==> src/rtl/freq_meas_ctrl_pkg.sv <==
// Shared widths, FSM state encoding and channel-pick helper for the
// frequency-measurement sequencer.
package freq_meas_ctrl_pkg;

  localparam int unsigned N_W    = 16;
  localparam int unsigned TICK_W = 32;
  localparam int unsigned NUM_CH = 2;

  typedef enum logic [2:0] {
    StIdle = 3'd0,
    StArm  = 3'd1,
    StWait = 3'd2,
    StAdj  = 3'd3,
    StOut  = 3'd4
  } state_e;

  // Round-robin pick: the pointed-to channel if enabled, otherwise the other one.
  function automatic logic pick_ch(input logic rr, input logic [NUM_CH-1:0] mask);
    return mask[rr] ? rr : ~rr;
  endfunction

endpackage

==> src/rtl/freq_meas_ctrl_autorange.sv <==
// Combinational next edge-count for one channel, from the last gate's outcome.
module freq_meas_ctrl_autorange
  import freq_meas_ctrl_pkg::*;
#(
  parameter int unsigned N_MIN          = 1,
  parameter int unsigned N_MAX          = 50_000,
  parameter int unsigned GATE_MIN_TICKS = 20_000_000
) (
  input  logic [N_W-1:0]    n_cur,
  input  logic [TICK_W-1:0] ticks,
  input  logic              timeout,
  output logic [N_W-1:0]    n_next
);

  localparam logic [N_W:0]      NMaxW = (N_W + 1)'(N_MAX);
  localparam logic [N_W-1:0]    NMinW = N_W'(N_MIN);
  localparam logic [TICK_W-1:0] LoThr = TICK_W'(GATE_MIN_TICKS);
  // Four gates' worth of ticks can exceed 32 bits, so compare in 34.
  localparam logic [TICK_W+1:0] HiThr = ((TICK_W + 2)'(GATE_MIN_TICKS)) << 2;

  logic [N_W:0]   n_dbl;
  logic [N_W-1:0] n_half;

  always_comb begin
    n_dbl  = {n_cur, 1'b0};
    n_half = n_cur >> 1;
    n_next = n_cur;
    if (timeout) begin
      n_next = NMinW;
    end else if (ticks < LoThr) begin
      n_next = (n_dbl > NMaxW) ? NMaxW[N_W-1:0] : n_dbl[N_W-1:0];
    end else if ({2'b00, ticks} > HiThr) begin
      n_next = (n_half < NMinW) ? NMinW : n_half;
    end
  end

endmodule

==> src/rtl/freq_meas_ctrl.sv <==
// Sequencer: round-robins two channels through the period/edge-count core,
// auto-ranges N per channel and hands one result per gate to the host.
module freq_meas_ctrl
  import freq_meas_ctrl_pkg::*;
#(
  parameter int unsigned SYS_CLK_FREQ   = 50_000_000,
  parameter int unsigned N_MIN          = 1,
  parameter int unsigned N_MAX          = 50_000,
  parameter int unsigned GATE_MIN_TICKS = 20_000_000,
  parameter int unsigned TIMEOUT_CYC    = 75_000_000
) (
  input  logic              sys_clk,
  input  logic              sys_rst_n,
  input  logic              run,
  input  logic [NUM_CH-1:0] ch_mask,
  output logic              meas_start,
  output logic              meas_abort,
  output logic              meas_ch,
  output logic [N_W-1:0]    meas_n,
  input  logic              meas_done,
  input  logic [TICK_W-1:0] meas_ticks,
  output logic              res_valid,
  input  logic              res_ready,
  output logic              res_ch,
  output logic [N_W-1:0]    res_n,
  output logic [TICK_W-1:0] res_ticks,
  output logic              res_timeout,
  output logic              busy
);

  if (SYS_CLK_FREQ == 0 || N_MIN == 0 || N_MAX < N_MIN || N_MAX > 32'hFFFF
      || TIMEOUT_CYC == 0) begin : g_bad_params
    $error("freq_meas_ctrl: invalid parameter set");
  end

  state_e              state_q, state_d;
  logic                rr_q, rr_d;
  logic                ch_q, ch_d;
  logic [N_W-1:0]      meas_n_q, meas_n_d;
  logic [31:0]         cnt_q, cnt_d;
  logic [TICK_W-1:0]   ticks_q, ticks_d;
  logic                timeout_q, timeout_d;
  logic                res_ch_q, res_ch_d;
  logic [N_W-1:0]      res_n_q, res_n_d;
  logic [TICK_W-1:0]   res_ticks_q, res_ticks_d;
  logic                res_timeout_q, res_timeout_d;
  logic [N_W-1:0]      n_q [NUM_CH];
  logic [N_W-1:0]      n_next;
  logic                n_we;
  logic                timed_out;
  logic                sel_idle, sel_next;

  assign timed_out = (cnt_q == 32'(TIMEOUT_CYC - 1));
  assign sel_idle  = pick_ch(rr_q, ch_mask);
  // On accept the pointer moves past the channel just served.
  assign sel_next  = pick_ch(~ch_q, ch_mask);

  freq_meas_ctrl_autorange #(
    .N_MIN          (N_MIN),
    .N_MAX          (N_MAX),
    .GATE_MIN_TICKS (GATE_MIN_TICKS)
  ) u_autorange (
    .n_cur   (meas_n_q),
    .ticks   (ticks_q),
    .timeout (timeout_q),
    .n_next  (n_next)
  );

  always_comb begin
    state_d       = state_q;
    rr_d          = rr_q;
    ch_d          = ch_q;
    meas_n_d      = meas_n_q;
    cnt_d         = cnt_q;
    ticks_d       = ticks_q;
    timeout_d     = timeout_q;
    res_ch_d      = res_ch_q;
    res_n_d       = res_n_q;
    res_ticks_d   = res_ticks_q;
    res_timeout_d = res_timeout_q;
    n_we          = 1'b0;
    meas_start    = 1'b0;
    meas_abort    = 1'b0;
    unique case (state_q)
      StIdle: begin
        if (run && |ch_mask) begin
          ch_d     = sel_idle;
          meas_n_d = n_q[sel_idle];
          state_d  = StArm;
        end
      end
      StArm: begin
        meas_start = 1'b1;
        cnt_d      = '0;
        state_d    = StWait;
      end
      StWait: begin
        // A completion in the timeout cycle still counts as a real result.
        if (meas_done) begin
          ticks_d   = meas_ticks;
          timeout_d = 1'b0;
          state_d   = StAdj;
        end else if (timed_out) begin
          meas_abort = 1'b1;
          ticks_d    = '0;
          timeout_d  = 1'b1;
          state_d    = StAdj;
        end else begin
          cnt_d = cnt_q + 32'd1;
        end
      end
      StAdj: begin
        n_we          = 1'b1;
        res_ch_d      = ch_q;
        res_n_d       = meas_n_q;
        res_ticks_d   = ticks_q;
        res_timeout_d = timeout_q;
        state_d       = StOut;
      end
      StOut: begin
        if (res_ready) begin
          rr_d = ~ch_q;
          if (run && |ch_mask) begin
            ch_d     = sel_next;
            meas_n_d = n_q[sel_next];
            state_d  = StArm;
          end else begin
            state_d = StIdle;
          end
        end
      end
      default: state_d = StIdle;
    endcase
  end

  always_ff @(posedge sys_clk or negedge sys_rst_n) begin
    if (!sys_rst_n) begin
      state_q       <= StIdle;
      rr_q          <= 1'b0;
      ch_q          <= 1'b0;
      meas_n_q      <= '0;
      cnt_q         <= '0;
      ticks_q       <= '0;
      timeout_q     <= 1'b0;
      res_ch_q      <= 1'b0;
      res_n_q       <= '0;
      res_ticks_q   <= '0;
      res_timeout_q <= 1'b0;
      for (int i = 0; i < int'(NUM_CH); i++) n_q[i] <= N_W'(N_MIN);
    end else begin
      state_q       <= state_d;
      rr_q          <= rr_d;
      ch_q          <= ch_d;
      meas_n_q      <= meas_n_d;
      cnt_q         <= cnt_d;
      ticks_q       <= ticks_d;
      timeout_q     <= timeout_d;
      res_ch_q      <= res_ch_d;
      res_n_q       <= res_n_d;
      res_ticks_q   <= res_ticks_d;
      res_timeout_q <= res_timeout_d;
      if (n_we) n_q[ch_q] <= n_next;
    end
  end

  assign meas_ch     = ch_q;
  assign meas_n      = meas_n_q;
  assign res_valid   = (state_q == StOut);
  assign res_ch      = res_ch_q;
  assign res_n       = res_n_q;
  assign res_ticks   = res_ticks_q;
  assign res_timeout = res_timeout_q;
  assign busy        = (state_q != StIdle);

endmodule

==> config.mk <==
export PLATFORM = sky130hd
export DESIGN_NAME = freq_meas_ctrl
export DESIGN_NICKNAME = d
export VERILOG_FILES = /design/src/rtl/freq_meas_ctrl_pkg.sv /design/src/rtl/freq_meas_ctrl_autorange.sv /design/src/rtl/freq_meas_ctrl.sv
export SDC_FILE = /design/constraint.sdc
export NUM_CORES = 1
export LEC_CHECK = 0
export BUFFER_PORTS_ARGS = -buffer_cell sky130_fd_sc_hd__buf_2
export CAP_MARGIN = 20
export CORE_MARGIN = 2
export CORE_UTILIZATION = 54
export CTS_BUF_LIST = sky130_fd_sc_hd__clkbuf_4 sky130_fd_sc_hd__clkbuf_8
export DETAILED_ROUTE_END_ITERATION = 8
export PLACE_DENSITY = 0.86
export REMOVE_ABC_BUFFERS = 1
export SLEW_MARGIN = 40
export SYNTH_ARGS = -nofsm -noshare
export SYNTH_HDL_FRONTEND = slang
export SYNTH_SLANG_ARGS = --single-unit
==> constraint.sdc <==
create_clock -name sys_clk -period 2.7 [get_ports sys_clk]
set_clock_uncertainty 0.1 [all_clocks]
set_input_delay 0.27 -clock sys_clk [delete_from_list [all_inputs] [get_ports sys_clk]]
set_output_delay 0.27 -clock sys_clk [all_outputs]
set_load 0.02 [all_outputs]
[After elaboration in Yosys (flattened, before gate mapping)]
Cells that the tools add are included.
Word-level totals
  register bits after elaboration: 168
  latch bits: 0
  RAM bits: 0
  bits in read-only memories: 0
  bits of input ports: 39
  word-level logic and storage cells: 99
  memories kept: 0
Operators by class
  add/sub/neg operators: 1
  multiply operators: 0
  div/mod/pow operators: 0
  order comparisons: 10
  eq/ne operators: 11
  shift operators: 0
  multiplexer cells: 46
  bitwise operators: 5
  reductions and logical operators: 13
Operators with widths (number)
  16-bit 2-to-1 mux: 14
  32-bit 2-to-1 mux: 4
  32-bit one-hot mux with 2 select lines: 1
  32-bit by 1-bit adder with 32-bit output (second input constant): 1
  32-bit bitwise mux: 1
  32-bit by 27-bit equality test with 1-bit output (second input constant): 1
  32-bit by 27-bit greater-than comparator with 1-bit output (second input constant): 1
  32-bit by 25-bit < comparator with 1-bit output (second input constant): 1
  16-bit one-hot mux with 2 select lines: 1
  17-bit by 16-bit greater-than comparator with 1-bit output (second input constant): 1
  1-bit 2-to-1 mux: 17
  16-bit demux with 1-bit select: 1
  15-bit by 1-bit < comparator with 1-bit output (second input constant): 1
  15-bit 2-to-1 mux: 1
  3-bit one-hot mux with 5 select lines: 1
  3-bit 2-to-1 mux: 4
  3-bit by 2-bit equality test with 1-bit output (second input constant): 2
  2-bit >= comparator (second input constant): 3
  2-bit != test (second input constant): 3
  1-bit inverter with 2-bit output: 3
  3-bit AND reduction: 2
  2-bit nonzero test: 3
  1-bit by 2-bit < comparator with 1-bit output (second input constant): 2
  2-bit by 1-bit != test with 1-bit output (second input constant): 2
  12 further kinds: 15

[Logic depth before layout (Yosys ltp)]
Gate-level depths: netlist (run 1).
  word-level depth: 11
  mapped depth: 8

[Modules after synthesis]
Synthesis (run 1) repeated with hierarchy kept, for this count alone.
Second synthesis, totals
  cells, all modules: 824
  area total of the unflattened synthesis: 8215.4 µm²
Modules (own cells, without submodules)
  freq_meas_ctrl: times used 1, cells an instance 687, area each 7340.8 µm², sequential area each 4206.5 µm²
  freq_meas_ctrl_autorange: times used 1, cells an instance 137, area each 874.6 µm², sequential area each 0.0 µm²

[Worst setup path before layout (run 1)]
No wires, ideal clock.
  path type: register -> register
  start point: reg state_q[1]
  end point: reg meas_n_q[0], in the netlist meas_n[0]
  data arrival time: 2037 ps
  data required time: 2463 ps
  path slack: 426 ps
  cell stages (with the launch flop): 8
  path buffers: 1
  period minus slack after synthesis: 2274 ps
  cell sequence: dfrtp_1 > nor3b_2 > nand2_1 > o21ai_0 > mux2i_4 > buf_4 > mux2i_1 > a21oi_1
Between the ends
  word-level cells in the longest chain between the ends: 3
  elaborated cells between the ends (all ways): 8
Ends and longest elaborated chain
  from (decl): line freq_meas_ctrl.sv:36  | state_e state_q, state_d;
  from (signal assigned): line freq_meas_ctrl.sv:138  | state_q <= StIdle;
  from (signal assigned): line freq_meas_ctrl.sv:151  | state_q <= state_d;
  3-bit equality test (*)
  via res_valid: line freq_meas_ctrl.sv:22  | output logic res_valid,
  2-bit by 1-bit != test with 1-bit output (no line) or 2-bit nonzero test (tied branches)
  4-bit AND reduction (no line)
  to (signal assigned): line freq_meas_ctrl.sv:154  | meas_n_q <= meas_n_d;
  to (decl): line freq_meas_ctrl.sv:39  | logic [N_W-1:0] meas_n_q, meas_n_d;
Mark *: on every way through the listed nets, which the timed path passes. The rest lies on a longest branch.
A chain may end at the register's enable or synchronous reset.

[Worst setup path in the final report (run 1)]
  start point: reg cnt_q[16]
  end point: out meas_abort
Between the ends
  word-level cells in the longest chain between the ends: 4
Ends and longest elaborated chain
  from (decl): line freq_meas_ctrl.sv:40  | logic [31:0] cnt_q, cnt_d;
  from (signal assigned): line freq_meas_ctrl.sv:155  | cnt_q <= cnt_d;
  32-bit by 27-bit equality test with 1-bit output: line freq_meas_ctrl.sv:53  | assign timed_out = (cnt_q == 32'(TIMEOUT_CYC - 1));
  1-bit 2-to-1 mux: line freq_meas_ctrl.sv:103  | end else if (timed_out) begin
  1-bit 2-to-1 mux: line freq_meas_ctrl.sv:99  | if (meas_done) begin
  1-bit 2-to-1 mux: line freq_meas_ctrl.sv:84  | unique case (state_q)
  to (decl): line freq_meas_ctrl.sv:17  | output logic meas_abort,
No other way between the ends.

==> results of run 1 <==
==> sequential cells by signal (all words and copies together) (netlist names) <==
name	cells
res_ch	1
timeout_q	1
res_timeout	1
meas_n	16
res_ticks	32
cnt_q	32
n_q	32
state_q	3
res_n	16
meas_ch	1
ticks_q	32
rr_q	1
==> logic make-up after synthesis <==
group,Yosys count,synth area share
buffers and inverters,60,0.0315
AOI/OAI and AO/OA,147,0.141
and+or+nand+nor,227,0.149
adders and majority gates,1,0.00165
muxes,67,0.0963
xor gates and xnor gates,23,0.0265
DFF,168,0.554
==> where the power goes <==
part | leakage, nW | internal [mW] | switching, mW | total (mW)
Combinational | 1.94 | 1.73 | 2.44 | 4.17
Clock | 0.184 | 0.861 | 0.926 | 1.79
Sequential | 2.14 | 3.46 | 0.905 | 4.37
Total | 4.26 | 6.05 | 4.27 | 10.3
==> worst max-delay path by stage <==
stage,from,end
after floorplan,state_q[2],meas_ch
after global placement,meas_n[12],n_q[27]
after detailed placement,meas_n[10],n_q[13]
after CTS,cnt_q[24],meas_abort
after global routing,cnt_q[16],meas_abort
final,cnt_q[16],meas_abort
==> metal layers <==
metal  GRT usage  part of all wire  vias up
li1            -                 -     2817
met1       0.358              0.41     3065
met2       0.449              0.49      260
met3      0.0832             0.086       38
met4      0.0769             0.018        0
met5           0                 0        -
==> stage by stage <==
stage           util  hold slack [ns]  std cells  instance area, um^2
4_1_cts        0.664            0.199       1038                 9190
3_3_place_gp   0.611            0.142        973                 8450
6_report       0.667            0.218       1038                 9230
2_1_floorplan      -           -0.126        660                 7450
3_5_place_dp   0.611            0.148        973                 8450
5_1_grt        0.667            0.223       1038                 9230
==> Yosys cell counts (2+ instances only) <==
library cell / number
dfstp_2: 2
o2111ai_1: 2
o21ai_0: 33
o2bb2ai_1: 2
o221ai_1: 14
and3_1: 7
or3_1: 11
mux2i_1: 28
nor2_1: 58
clkbuf_1: 27
nor4_1: 6
and2_1: 5
xnor2_1: 17
a31oi_1: 2
o22ai_1: 2
dfrtp_1: 166
or2_2: 2
nor3_1: 20
buf_2: 2
a2bb2oi_1: 3
nor3b_1: 2
xor2_1: 6
and4_1: 2
buf_4: 3
mux2_2: 38
a22o_1: 32
nand2b_1: 4
a21oi_1: 27
o21a_1: 2
nand2_1: 65
nand4_1: 10
a32oi_1: 4
or4_1: 2
o31ai_1: 4
a32o_1: 6
inv_1: 27
nor4b_1: 3
nand3_1: 20
==> cell type report <==
class / count / area share
Timing Repair Buffer: 167 / 0.119
Tap cell: 180 / 0.0244
Sequential cell: 168 / 0.456
Clock buffer: 20 / 0.0285
Multi-Input combinational cell: 465 / 0.347
Clock inverter: 11 / 0.0136
Inverter: 27 / 0.0110
==> timing repair <==
item                       4_1_cts  5_1_grt
hold buffers                    34        0
hold endpoints to repair        80        0
pin swaps                        0        1
setup endpoints to repair        1        1
gates cloned                     0        0
resized for setup                1        7
==> impl_metrics.ini, run 1 <==
[placement]
place_congestion = 0.883
dp_hpwl_um = 12800
place.port_buffers = 109
pre_cts_slack_ns = 0.255

[finish]
drive_gt1_frac = 0.262
final_common_cell = dfrtp_1
multi_input_area_mm2 = 0.00321
area_growth_pct = 21.6
diodes = 0
finalNetCount = 886
nFillCells = 1042
final_cell_mix = dfrtp_1, buf_2, nand2_1
regArea_mm2 = 0.00421

[worst_setup_path]
worstPathCellList = nor4_4, nand4_1, or3_4, nor3_2, buf_2
critPathKind = reg2out
crit_slowest_cell = dfrtp_2
cp_slowest_stage_delay_ns = 0.47
worst-path-stages = 5
cp.required_ns = 2.33
reg2reg_depth = 6
cp-end-kind = output pin
cp-start-kind = flip-flop
r2r_slack_ns = 0.18
cp_data_arrival_time_ns = 2.20
reg2reg_from = meas_n[10]
cp_num_buf_inv = 1
critPathTopFamily = simple AND/OR/NAND/NOR gates
worst_r2r_endpoint = n_q[26]
critical_path.max_fanout = 7

[yosys]
ys_ff_latch = 168
synth_top_cell_area_share = 0.547
yosysUniqueCellTypes = 65
synth_area_leaders = dfrtp_1, mux2_2, a22o_1, mux2i_1, nand2_1
ys_warn_count = 0
synth_edf_count = 0
synthesis.area_mm2 = 0.00759
yosysTopAreaCell = dfrtp_1
avgSynthCellArea_um2 = 11.0
async_reset_ff_frac = 1.00
ys_seq_area_frac = 0.554
synthFlopType = dfrtp_1
syn_inst = 693

[floorplan]
die_h_um = 123
fp-row-count = 43
die_w_um = 123
core_area_mm2 = 0.0138
start_util = 0.549
ioPinCount = 110
dieArea_mm2 = 0.0150

[pwr]
vdd.ir_drop.worst_v = 0.000855
total_power_mw = 10.3
power_density_mw_per_mm2 = 1120
leakagePower_nw = 4.26

[worst_hold_path]
hold_path_class = in2async

[routing]
finalWirelength_um = 19800
firstDrtPassIters = 5
postRouteAntennaNets = 0
viasPerCell = 5.95
first_iter_violations = 609
vias = 6180
drc = 0
post_drt_wl_per_cell_um = 19.0

[sta]
hold_viol = 0
fin_ws_ns = 0.127
max_freq_ghz = 0.389
fin_crit_ns = 2.57
relSlewSlack = 0.656
tightest_slew_ns = 0.510
setup_viol = 0
fin_crit_sh = 0.953
drv_slew = 0
setup_tns_ns = 0

[global_route]
grt_max_degree = 65
antenna_found_initial = 0
grt_pass1_wl_um = 31800
gr-total-overflow = 0
grt_pass1_vias = 6182
groute.usage.overall = 0.275

[clock_tree]
cts-root-buf = clkbuf_8
cts_setup_buffers = 0
clk_latency_ns = 0.46
cts_buffers = 17
cts.sinks = 168
h-tree-depth = 4
cts_tree = built
clk_pin_slew_ns = 0.09
clk_path_buf_depth = 2

[status]
status = finished, final reports clean

[run]
maxCapViolCount = 0
No activity file was read; power rests on OpenSTA's default activity.
==> run 2: changes to the inputs <==
--- a/config.mk
+++ b/config.mk
@@ -5,13 +5,13 @@
 export SDC_FILE = /design/constraint.sdc
 export NUM_CORES = 1
 export LEC_CHECK = 0
-export BUFFER_PORTS_ARGS = -buffer_cell sky130_fd_sc_hd__buf_2
 export CAP_MARGIN = 20
 export CORE_MARGIN = 2
 export CORE_UTILIZATION = 54
 export CTS_BUF_LIST = sky130_fd_sc_hd__clkbuf_4 sky130_fd_sc_hd__clkbuf_8
 export DETAILED_ROUTE_END_ITERATION = 8
-export PLACE_DENSITY = 0.86
+export DONT_BUFFER_PORTS = 1
+export PLACE_DENSITY = 0.79
 export REMOVE_ABC_BUFFERS = 1
 export SLEW_MARGIN = 40
 export SYNTH_ARGS = -nofsm -noshare
==> run 2 against run 1 <==
  * The run now ends with negative hold slack left
  * Die area stayed put
  * Fmax up 0.72%
  * Clock-buffer cell count unchanged
  * Register-to-register slack lost 0.02 ns
  * Clock power grew 6%
  * First-iteration DRC count down 4.8%
  * Critical path depth is the same
  * Design area fell by 5.2%
==> impl_metrics.ini, run 2 (synthesized netlist as in run 1, its figures left out) <==
[status]
status = finished with violations
violations = negative hold slack

[worst_hold_path]
hold_path_class = in2async

[worst_setup_path]
cp_data_arrival_time_ns = 2.18
critical_path.max_fanout = 7
reg2reg_depth = 6
critPathKind = reg2out
cp-start-kind = flip-flop
cp.required_ns = 2.33
cp-end-kind = output pin

[clock_tree]
cts-root-buf = clkbuf_8
cts_buffers = 17
cts_tree = built
clk_path_buf_depth = 2
h-tree-depth = 4
cts.sinks = 168
clk_pin_slew_ns = 0.09
clk_latency_ns = 0.46
hold_buffers = 33

[sta]
setup_viol = 0
relSlewSlack = 0.614
fin_crit_ns = 2.55
setup_tns_ns = 0
grt_setup_unrepaired = false
tightest_slew_ns = 0.578
max_freq_ghz = 0.391
fin_crit_sh = 0.946
hold_viol = 168
holdWs_ns = -0.605
drv_slew = 0

[pwr]
power.share.clock = 0.188
power_frac_comb = 0.338
swShare = 0.410
p_int_mw = 5.92
seqPwrFrac = 0.474
power_density_mw_per_mm2 = 1150
p_sw_mw = 4.12
leakagePower_nw = 3.86
vdd.ir_drop.worst_v = 0.000594

[finish]
diodes = 0
stdcell_area_mm2 = 0.00875
final_common_cell = dfrtp_1
finalNetCount = 786
final_cell_mix = dfrtp_1, nand2_1, nor2_1
area_growth_pct = 15.3
drive_gt1_frac = 0.169

[floorplan]
start_util = 0.549
fp-row-count = 43
die_h_um = 123
dieArea_mm2 = 0.0150
ioPinCount = 110
die_w_um = 123
core_area_mm2 = 0.0138

[run]
maxCapViolCount = 0

[global_route]
groute.usage.overall = 0.264
gr-total-overflow = 0
grt_pass1_wl_um = 30300
grt_max_degree = 169
antenna_found_initial = 0
grt_pass1_vias = 5899

[placement]
dp_hpwl_um = 12200
placed_area_mm2 = 0.00795
place.port_buffers = 0
place_congestion = 0.903

[routing]
drc = 0
viasPerCell = 6.23
postRouteAntennaNets = 0
vias = 5849
post_drt_wl_per_cell_um = 20.3
firstDrtPassIters = 7
first_iter_violations = 580
finalWirelength_um = 19000
## run 2: cell types whose count changed in the layout (fill, tap and decap cells not counted), moves of 3 or more
cell / delta
buf_2: -108
buf_4: +11
clkinv_2: +3
clkinvlp_4: -3
## run 2: final cells by class
class | instances | area [um^2]
clock buffer | 20 | 269
timing repair buffer | 67 | 598
clock inverter | 12 | 148
fill | 1070 | 5080
tap | 180 | 225
inverter | 27 | 101
multi-input combinational | 465 | 3200
sequential | 168 | 4210
## run 2: power groups by stage
stage / logic, mW / clock network [mW] / registers [mW]
after floorplan: 2.15 / 0 / 4.70
after global placement: 3.12 / 0 / 4.72
after detailed placement: 3.27 / 0 / 4.78
after CTS: 3.33 / 1.91 / 4.74
after global routing: 3.70 / 2.03 / 4.89
final: 3.39 / 1.89 / 4.77
## run 2: routing by layer
layer / part of all wire / track usage / routed length [um] / up-vias
li1: - / - / - / 2611
met1: 0.41 / 0.346 / 7830 / 2934
met2: 0.48 / 0.417 / 9220 / 259
met3: 0.081 / 0.0776 / 1540 / 45
met4: 0.024 / 0.103 / 448 / 0
met5: 0 / 0 / 0 / -
## run 2: what timing repair did
item	CTS	global route
setup buffers	0	2
endpoints found under the hold margin	202	168
endpoints found under the setup margin	1	1
gates resized for setup	1	7
pin swaps	0	1
## run 2: worst paths after layout
path                            start             to  slack, ns
max in group asynchronous   sys_rst_n  res_ticks[19]       2.83
max                         cnt_q[25]     meas_abort       0.15
max reg2reg                meas_n[12]        n_q[10]       0.16
min reg2reg                   n_q[20]        n_q[20]       0.39
min in group sys_clk        meas_done       cnt_q[2]       0.04
min                         sys_rst_n       cnt_q[6]      -0.61
## run 2: worst max-delay path: stages, from the launching register on
cell     delay (ns)
dfrtp_1        0.45
nor4b_2        0.36
nand4_1        0.17
or3_4          0.40
nor3_2         0.18
buf_4          0.16
## run 2: per-stage QoR
step / std cells / total power [mW] / utilization / hold WS [ns] / worst slack, ns
final: 939 / 10.0 / 0.633 / -0.605 / 0.145
after global routing: 939 / 10.6 / 0.633 / -0.631 / 0.0226
after CTS: 937 / 9.98 / 0.629 / -0.625 / 0.0456
after detailed placement: 872 / 8.05 / 0.575 / -0.117 / 0.254
after global placement: 872 / 7.84 / 0.575 / -0.115 / 0.388
after floorplan: 660 / 6.86 / - / -0.126 / 0.0947
==> run 3: changes to the inputs <==
==> constraint.sdc (replaced) <==
create_clock -name sys_clk -period 2.7 [get_ports sys_clk]
set_clock_uncertainty 0.1 [all_clocks]
set_input_delay 0.405 -clock sys_clk [delete_from_list [all_inputs] [get_ports sys_clk]]
set_output_delay 0.405 -clock sys_clk [all_outputs]
set_load 0.02 [all_outputs]
==> run 3 against run 2 <==
  * The flow still finishes with violations (negative hold slack)
  * Worst setup slack lost 0.077 ns
  * Worst hold slack better by 0.14 ns
  * Fmax shrank 2.9%
  * Sequential power hardly changed
  * Register-to-register slack improved by 0.04 ns
  * Clock power increased by 14%
  * Non-clock buffer count grew 2
  * Global-route usage is 0.10 points lower
  * Sequential share of layout area down 0.67 points
  * Die area stayed put
  * Design area is 1.4% higher
  * Critical path type unchanged
  * Critical endpoint unchanged
  * Highest routed layer unchanged
==> impl_metrics.ini, run 3 (synthesized netlist as in run 1, its figures left out) <==
[routing]
finalWirelength_um = 19100
first_iter_violations = 606
postRouteAntennaNets = 0
vias = 5817
firstDrtPassIters = 5
drc = 0
post_drt_wl_per_cell_um = 20.3
viasPerCell = 6.18

[placement]
pre_cts_slack_ns = 0.254
dp_hpwl_um = 12400
place.port_buffers = 0
place_congestion = 0.896
placed_area_mm2 = 0.00797

[clock_tree]
cts_tree = built
hold_buffers = 33
clk_latency_ns = 0.46
cts-root-buf = clkbuf_8
cts.sinks = 168
cts_buffers = 17
clk_path_buf_depth = 2
clk_pin_slew_ns = 0.09
h-tree-depth = 4

[sta]
hold_viol = 168
setup_viol = 0
setup_tns_ns = 0
holdWs_ns = -0.465
relSlewSlack = 0.626
fin_crit_sh = 0.975
tightest_slew_ns = 0.559
fin_crit_ns = 2.63
fin_ws_ns = 0.0678
drv_slew = 0
max_freq_ghz = 0.380

[worst_setup_path]
cp.required_ns = 2.19
cp-start-kind = flip-flop
critical_path.max_fanout = 5
critPathKind = reg2out
reg2reg_depth = 7
cp_data_arrival_time_ns = 2.13
worst_r2r_endpoint = n_q[19]
cp-end-kind = output pin
reg2reg_from = ticks_q[20]
r2r_slack_ns = 0.20
cp-startpoint = cnt_q[19]

[global_route]
grt_pass1_vias = 5991
gr-total-overflow = 0
grt_max_degree = 169
groute.usage.overall = 0.263
grt_pass1_wl_um = 30400
antenna_found_initial = 0

[floorplan]
core_area_mm2 = 0.0138
dieArea_mm2 = 0.0150
start_util = 0.549
ioPinCount = 110
fp-row-count = 43
die_w_um = 123
die_h_um = 123

[finish]
finalNetCount = 788
diodes = 0
stdcell_area_mm2 = 0.00887
area_growth_pct = 16.9
final_common_cell = dfrtp_1
drive_gt1_frac = 0.172
final_cell_mix = dfrtp_1, nand2_1, nor2_1
post-route-util = 0.641

[pwr]
power.share.clock = 0.209
total_power_mw = 10.3
power_frac_comb = 0.332
seqPwrFrac = 0.459
p_int_mw = 6.24
vdd.ir_drop.worst_v = 0.000609
power_density_mw_per_mm2 = 1170
p_sw_mw = 4.10
swShare = 0.397
leakagePower_nw = 3.91

[status]
violations = negative hold slack
status = finished with violations

[worst_hold_path]
hold_path_class = in2async

[run]
maxCapViolCount = 0
## run 3: changes by cell type in the layout (fill, tap and decap cells not counted), sizes merged
cell,previous run,this run
clkinv,5,4
clkinvlp,2,1
inv,29,28
bufinv,3,6
buf,34,36
## run 3: worst max-delay path by stage
stage	end	slack (ns)	depth (start not counted)
5_1_grt	meas_abort	-0.03	5
6_report	meas_abort	0.07	5
4_1_cts	meas_abort	0.006	5
2_1_floorplan	meas_ch	0.003	3
3_5_place_dp	n_q[3]	0.25	7
3_3_place_gp	n_q[14]	0.37	7
## run 3: power by group through the flow
stage          clock, mW  combinational (mW)  sequential [mW]
2_1_floorplan          0                2.15             4.70
3_3_place_gp           0                3.16             4.72
3_5_place_dp           0                3.32             4.78
4_1_cts             2.19                3.37             4.74
5_1_grt             2.32                3.72             4.88
6_report            2.16                3.43             4.75
## run 3: timing repair
item | CTS | global route
hold endpoints to repair | 201 | 168
setup endpoints to repair | 1 | 1
buffers inserted | 0 | 3
pin swaps | 0 | 2
gates resized for setup | 3 | 8
gates cloned | 0 | 0
## run 3: final cells by class
cell class	instances	area, um^2
Clock buffer	20	269
Tap cell	180	225
Sequential cell	168	4210
Timing Repair Buffer	69	626
Multi-Input combinational cell	465	3220
Clock inverter	12	220
Fill cell	1005	4960
Inverter	27	101
## run 3: layer usage
| layer | vias up | global-route usage | share of wire |
|---|---|---|---|
| met5 | - | 0 | 0 |
| met1 | 2888 | 0.337 | 0.41 |
| met2 | 267 | 0.424 | 0.48 |
| li1 | 2618 | - | - |
| met4 | 0 | 0.0984 | 0.021 |
| met3 | 44 | 0.0795 | 0.083 |
## run 3: worst max-delay path: stages (launching register included)
cell and delay, ns:
dfrtp_1 0.44, and4_1 0.35, nand4_1 0.17, or3_4 0.39
nor3_2 0.17, buf_4 0.16
## run 3: through the flow
step	hold WS (ns)	instances
final	-0.465	941
after global routing	-0.498	941
after CTS	-0.487	938
after detailed placement	0.0191	873
after global placement	0.0198	873
after floorplan	0.00941	660
